==> config.mk <==
export PLATFORM = sky130hd
export DESIGN_NAME = ps2_receive
export DESIGN_NICKNAME = d
export VERILOG_FILES = /design/src/rtl/ps2_receive.sv
export SDC_FILE = /design/constraint.sdc
export NUM_CORES = 1
export LEC_CHECK = 0
export ABC_AREA = 1
export ABC_CLOCK_PERIOD_IN_PS = 1600
export CORE_MARGIN = 5
export CORE_UTILIZATION = 45
export CTS_CLUSTER_SIZE = 12
export DETAILED_ROUTE_END_ITERATION = 8
export HOLD_SLACK_MARGIN = 0.03
export PLACE_DENSITY = 0.66
export SLEW_MARGIN = 20
export SYNTH_ARGS = -nofsm -noshare
export SYNTH_HDL_FRONTEND = slang
export SYNTH_SLANG_ARGS = --single-unit
==> constraint.sdc <==
create_clock -name clk -period 1.6 [get_ports clk]
set_input_delay 0.24 -clock clk [delete_from_list [all_inputs] [get_ports clk]]
set_output_delay 0.24 -clock clk [all_outputs]
set_load 0.02 [all_outputs]
==> src/rtl/ps2_receive.sv <==
// ps2_receive: device-to-host PS/2 receiver.
//   Synchronises and de-glitches the raw PS/2 clock and data pins.
//   Deserialises 11-bit frames (start, 8 data bits LSB-first, odd parity, stop).
//   Good bytes go into a one-entry buffer with a valid/ready handshake.
// Ports:
//   clk, reset             system clock, synchronous active-high reset
//   ps2_clk_in/data_in     raw asynchronous PS/2 pins
//   inhibit                host owns the bus: abort and suppress reception
//   scan_code_ready        consumer takes the buffered byte
//   scan_code_valid/byte   buffered byte and its valid flag
//   frame_error            1-cycle pulse on start/parity/stop/timeout failure
//   overrun                1-cycle pulse when a good byte is dropped (buffer full)
module ps2_receive #(
  parameter int FILTER_CYCLES  = 8,
  parameter int TIMEOUT_CYCLES = 50000
) (
  input  logic       clk,
  input  logic       reset,
  input  logic       ps2_clk_in,
  input  logic       ps2_data_in,
  input  logic       inhibit,
  input  logic       scan_code_ready,
  output logic       scan_code_valid,
  output logic [7:0] scan_code_byte,
  output logic       frame_error,
  output logic       overrun
);
  localparam int FW = $clog2(FILTER_CYCLES + 1);
  localparam int TW = $clog2(TIMEOUT_CYCLES + 1);

  typedef enum logic [1:0] {S_IDLE, S_DATA, S_PARITY, S_STOP} state_t;

  logic [1:0]    clk_sync_q, data_sync_q;
  logic          clk_s, data_s;
  logic          filt_clk_q, filt_clk_d;
  logic [FW-1:0] filt_cnt_q, filt_cnt_d;
  logic          fall;

  state_t        state_q, state_d;
  logic [2:0]    bit_cnt_q, bit_cnt_d;
  logic [7:0]    shift_q, shift_d;
  logic          parity_q, parity_d;
  logic [TW-1:0] tmo_q, tmo_d;
  logic          ferr_d, deliver;

  logic          valid_q, valid_d;
  logic [7:0]    byte_q, byte_d;
  logic          ferr_q, ovr_q, ovr_d, load;

  assign clk_s  = clk_sync_q[1];
  assign data_s = data_sync_q[1];

  // Filtered clock flips on the FILTER_CYCLES-th consecutive disagreeing
  // sample; any agreeing sample restarts the count.
  always_comb begin
    filt_cnt_d = '0;
    filt_clk_d = filt_clk_q;
    if (clk_s != filt_clk_q) begin
      if (filt_cnt_q == FW'(FILTER_CYCLES - 1)) filt_clk_d = clk_s;
      else                                      filt_cnt_d = filt_cnt_q + FW'(1);
    end
  end

  // Falling edge is recognised in the cycle the filter decides to flip.
  assign fall = filt_clk_q & ~filt_clk_d;

  always_comb begin
    state_d   = state_q;
    bit_cnt_d = bit_cnt_q;
    shift_d   = shift_q;
    parity_d  = parity_q;
    tmo_d     = tmo_q;
    ferr_d    = 1'b0;
    deliver   = 1'b0;
    if (inhibit) begin
      state_d   = S_IDLE;
      bit_cnt_d = '0;
      tmo_d     = '0;
    end else if (state_q != S_IDLE && tmo_q == TW'(TIMEOUT_CYCLES)) begin
      state_d = S_IDLE;
      tmo_d   = '0;
      ferr_d  = 1'b1;
    end else begin
      tmo_d = (state_q == S_IDLE || fall) ? '0 : tmo_q + TW'(1);
      if (fall) begin
        case (state_q)
          S_IDLE: begin
            if (!data_s) begin
              state_d   = S_DATA;
              bit_cnt_d = '0;
            end else begin
              ferr_d = 1'b1;
            end
          end
          S_DATA: begin
            shift_d   = {data_s, shift_q[7:1]};
            bit_cnt_d = bit_cnt_q + 3'd1;
            if (bit_cnt_q == 3'd7) state_d = S_PARITY;
          end
          S_PARITY: begin
            parity_d = data_s;
            state_d  = S_STOP;
          end
          S_STOP: begin
            state_d = S_IDLE;
            if (data_s && (^shift_q ^ parity_q)) deliver = 1'b1;
            else                                  ferr_d  = 1'b1;
          end
          default: state_d = S_IDLE;
        endcase
      end
    end
  end

  // Load when empty or when the current byte is taken in the same cycle.
  assign load    = deliver & (~valid_q | scan_code_ready);
  assign ovr_d   = deliver & valid_q & ~scan_code_ready;
  assign valid_d = load | (valid_q & ~scan_code_ready);
  assign byte_d  = load ? shift_q : byte_q;

  always_ff @(posedge clk) begin
    if (reset) begin
      clk_sync_q  <= 2'b11;
      data_sync_q <= 2'b11;
      filt_clk_q  <= 1'b1;
      filt_cnt_q  <= '0;
      state_q     <= S_IDLE;
      bit_cnt_q   <= '0;
      shift_q     <= '0;
      parity_q    <= 1'b0;
      tmo_q       <= '0;
      valid_q     <= 1'b0;
      byte_q      <= '0;
      ferr_q      <= 1'b0;
      ovr_q       <= 1'b0;
    end else begin
      clk_sync_q  <= {clk_sync_q[0], ps2_clk_in};
      data_sync_q <= {data_sync_q[0], ps2_data_in};
      filt_clk_q  <= filt_clk_d;
      filt_cnt_q  <= filt_cnt_d;
      state_q     <= state_d;
      bit_cnt_q   <= bit_cnt_d;
      shift_q     <= shift_d;
      parity_q    <= parity_d;
      tmo_q       <= tmo_d;
      valid_q     <= valid_d;
      byte_q      <= byte_d;
      ferr_q      <= ferr_d;
      ovr_q       <= ovr_d;
    end
  end

  assign scan_code_valid = valid_q;
  assign scan_code_byte  = byte_q;
  assign frame_error     = ferr_q;
  assign overrun         = ovr_q;
endmodule
==> metrics.md <==
| Metric | Value |
|---|---|
| Final Setup Violations | `23` |
| Clock buffer count from CTS | `5` |
| Clock transition at the registers of the reported paths | `~0.10 ns` |
| Clock sinks | `50` |
| Final Hold Fails | `0` |
| GRT Residual Overflow | `0` |
| Final Worst Setup Slack | `-0.101 ns` |
| DR vias | `2157` |
| Initial core utilization | `approximately 46%` |
| Top cell type's share of synthesized area | `between 40% and 50%` |
| Power Density | `slightly above 700 mW/mm^2` |
| Arr. time, crit path | `1.96 ns` |
| Hold WC Path Type | `flip-flop to flip-flop` |
| Core Area | `slightly above 0.005 sq mm` |
| Clk buf depth | `2` |
| Filler cells | `a little under 400` |
| Final #Nets | `389` |
| CP Launch Type | `flip-flop` |
| Post-synth top cells | `nand2_1 (57), dfxtp_1 (50), nor2_1 (43)` |
| GRT Max-Usage Layer | `met2` |
| # port buffers | `16` |
| Post-synth ARST share | `0%` |
| Post-DR wirelength/cell | `approximately 12 um` |
| Syn avg cell area | `roughly 7.5 sq um` |
| Req. time, crit path | `about 1.9 ns` |
| Die H | `81.8 um` |
| Layout cell share with drive strength beyond 1 | `37.6%` |
| Post-detail-place hpwl | `between 3000 and 4000 um` |
| # diodes | `0` |
| Maximum number of pins on one net before global-route repair | `16` |
| Clk Latency, worst-skew pair | `around 0.31 ns` |
| P&R area growth vs syn | `46.1%` |
| Yosys top cell by area | `dfxtp_1` |
| Count leader, synth | `nand2_1` |
| I/O Pins | `17` |
| Post-DP Area | `~0.0028 sq mm` |
| GRT Total Usage | `15.9%` |
| Vias in the first global route | `between 1500 and 2000` |
| Fmax | `slightly below 600 MHz` |
| Cells after DPL | `between 400 and 500` |
| Cell area after synthesis | `around 0.0023 sq mm` |
| Finished Core Util | `about two thirds` |
| Area contributors post-synth | `dfxtp_1 (43%), nand2_1 (9.2%), nor2_1 (7.0%)` |
| Post-synthesis register bit count | `50` |
| Non-filler cells, final | `roughly 450` |
| Number of synthesized flops with an enable pin | `0` |
| Crit. End Element | `flip-flop` |
| Leak | `0.00139 uW` |
| Period utilization | `106%` |
| Clock root buffer | `clkbuf_8` |
| Yosys warns | `0` |
| Sequential fraction of the synthesis area | `between 40% and 50%` |
| H-tree Lvls | `2` |
| Worst slew pin tran | `between 0.4 and 0.5 ns` |
| Die Wd | `around 82 um` |
| Routed WL | `approximately 5400 um` |
| Outcome | `finished with violations` |
| Cell variety after synth | `32` |
| Iteration-0 DRC Markers | `152` |
| Final Max Tran Viols | `0` |
| Gate Count Post-Synth | `roughly 310` |
| Final ANT Viol Nets | `0` |
| Peak supply drop | `0.508 mV` |
| Global-route met1 utilization | `between 10% and 20%` |
| Grt met2 use | `around 27%` |
| Failing checks | `setup timing` |
| Design area | `approximately 0.0034 sq mm` |
| First-pass GRT wire length | `between 8000 and 9000 um` |
| CP max FO | `8` |
| Initial antenna violation count | `0` |
| Vias per std cell | `between 4 and 5` |
| Hold buffers post-CTS | `0` |
| Drt first pass iters | `4` |
| DIE AREA | `about 0.0067 sq mm` |
| Drc violations | `0` |
| Max cap viols | `0` |
| CP Class | `flip-flop to flip-flop` |
| RSZ-0062 raised after global routing | `yes` |
| Row Count | `26` |
| Final RePlAce weighted congestion | `0.876` |
| Syn nets | `323` |
| Dominant synthesized flop cell | `dfxtp_1` |
| CTS tree | `done` |
| Slew headroom | `between 70% and 80%` |
| Worst Skew | `around 0.016 ns` |
| M3 GR Usage | `about 3%` |
| Final min period | `between 1.5 and 2 ns` |
-- state kept, by name, indices dropped and copies added (netlist names) --
signal / count
filt_clk_q: 1
frame_error: 1
scan_code_valid: 1
scan_code_byte: 8
clk_sync_q: 2
data_sync_q: 2
state_q: 2
filt_cnt_q: 4
overrun: 1
tmo_q: 16
shift_q: 8
bit_cnt_q: 3
parity_q: 1
-- cells by family after synthesis --
family / share of synthesized area [%]
buffers and inverters: 9.02
adder cells (fa/ha/maj): 4.86
XOR/XNOR: 2.65
AND/OR/NAND/NOR: 30.7
AO/OA/AOI/OAI: 9.56
flip-flops: 43.2
-- through the flow --
step,hold slack (ns),worst slack [ns],setup TNS [ns],total power (uW)
floorplan,0.344,0.00199,0,1310
global placement,0.394,-0.0897,-0.775,1340
finish,0.405,-0.101,-1.00,2410
CTS,0.413,-0.0827,-0.497,2430
detailed placement,0.395,-0.128,-1.12,1340
global route,0.413,-0.185,-3.99,2480
-- layer usage --
layer / vias to the layer above / wire (um)
met5: - / 0
met4: 0 / 120
met3: 12 / 181
met2: 33 / 2760
met1: 995 / 2350
li1: 1117 / -
-- layout by cell type (no fill, tap or decap), types with 10 or more instances in the layout --
| cell type | count |
|---|---|
| a21oi_1 | 12 |
| buf_4 | 38 |
| clkdlybuf4s50_1 | 16 |
| dfxtp_1 | 38 |
| dfxtp_2 | 11 |
| inv_1 | 37 |
| nand2_1 | 41 |
| nand2_2 | 15 |
| nand3_1 | 11 |
| nand4_1 | 10 |
| nor2_1 | 37 |
-- area by class of cell --
| type | instances | area [sq um] | share of cell area, % |
|---|---|---|---|
| Tap cell | 70 | 87.6 | 2.59 |
| Clock buffer | 6 | 82.6 | 2.44 |
| Sequential cell | 50 | 1020 | 30.1 |
| Multi-Input combinational cell | 207 | 1370 | 40.4 |
| Timing Repair Buffer | 62 | 567 | 16.7 |
| Timing Repair inverter | 1 | 8.76 | 0.259 |
| Inverter | 47 | 194 | 5.73 |
| Clock inverter | 2 | 60.1 | 1.77 |
-- timing repair --
action                                  4_1_cts  5_1_grt
pin swaps                                    11       15
gates resized for setup                      18       67
buffers inserted                              6        7
endpoints found under the setup margin       28       40
endpoints found under the hold margin         0        0
gates cloned                                  1        2
-- worst max-delay path, cell delays in order, from the launching register on --
cell and delay, ns:
dfxtp_2 0.33, inv_2 0.07, ha_4 0.15, inv_4 0.03, nand4_1 0.06, nor2_1 0.05
nand2_2 0.11, nand2_4 0.07, nor3_4 0.34, nand3_4 0.19, nand2_1 0.11, nand2_1 0.05
nor2_1 0.09
-- worst paths after layout --
kind,from,endpoint,slack [ns],depth (start not counted)
worst max register to register,state_q[1],scan_code_byte[3],-0.10,12
worst min register to register,data_sync_q[0],data_sync_q[1],0.41,1
worst min-delay path,data_sync_q[0],data_sync_q[1],0.41,1
worst max-delay path,state_q[1],scan_code_byte[3],-0.10,12
-- where the power goes --
part | internal (uW) | switching, uW
logic | 33.1 | 31.1
registers | 1250 | 3.31
clock network | 667 | 431
total | 1950 | 465
No activity file was read; power rests on OpenSTA's default activity.
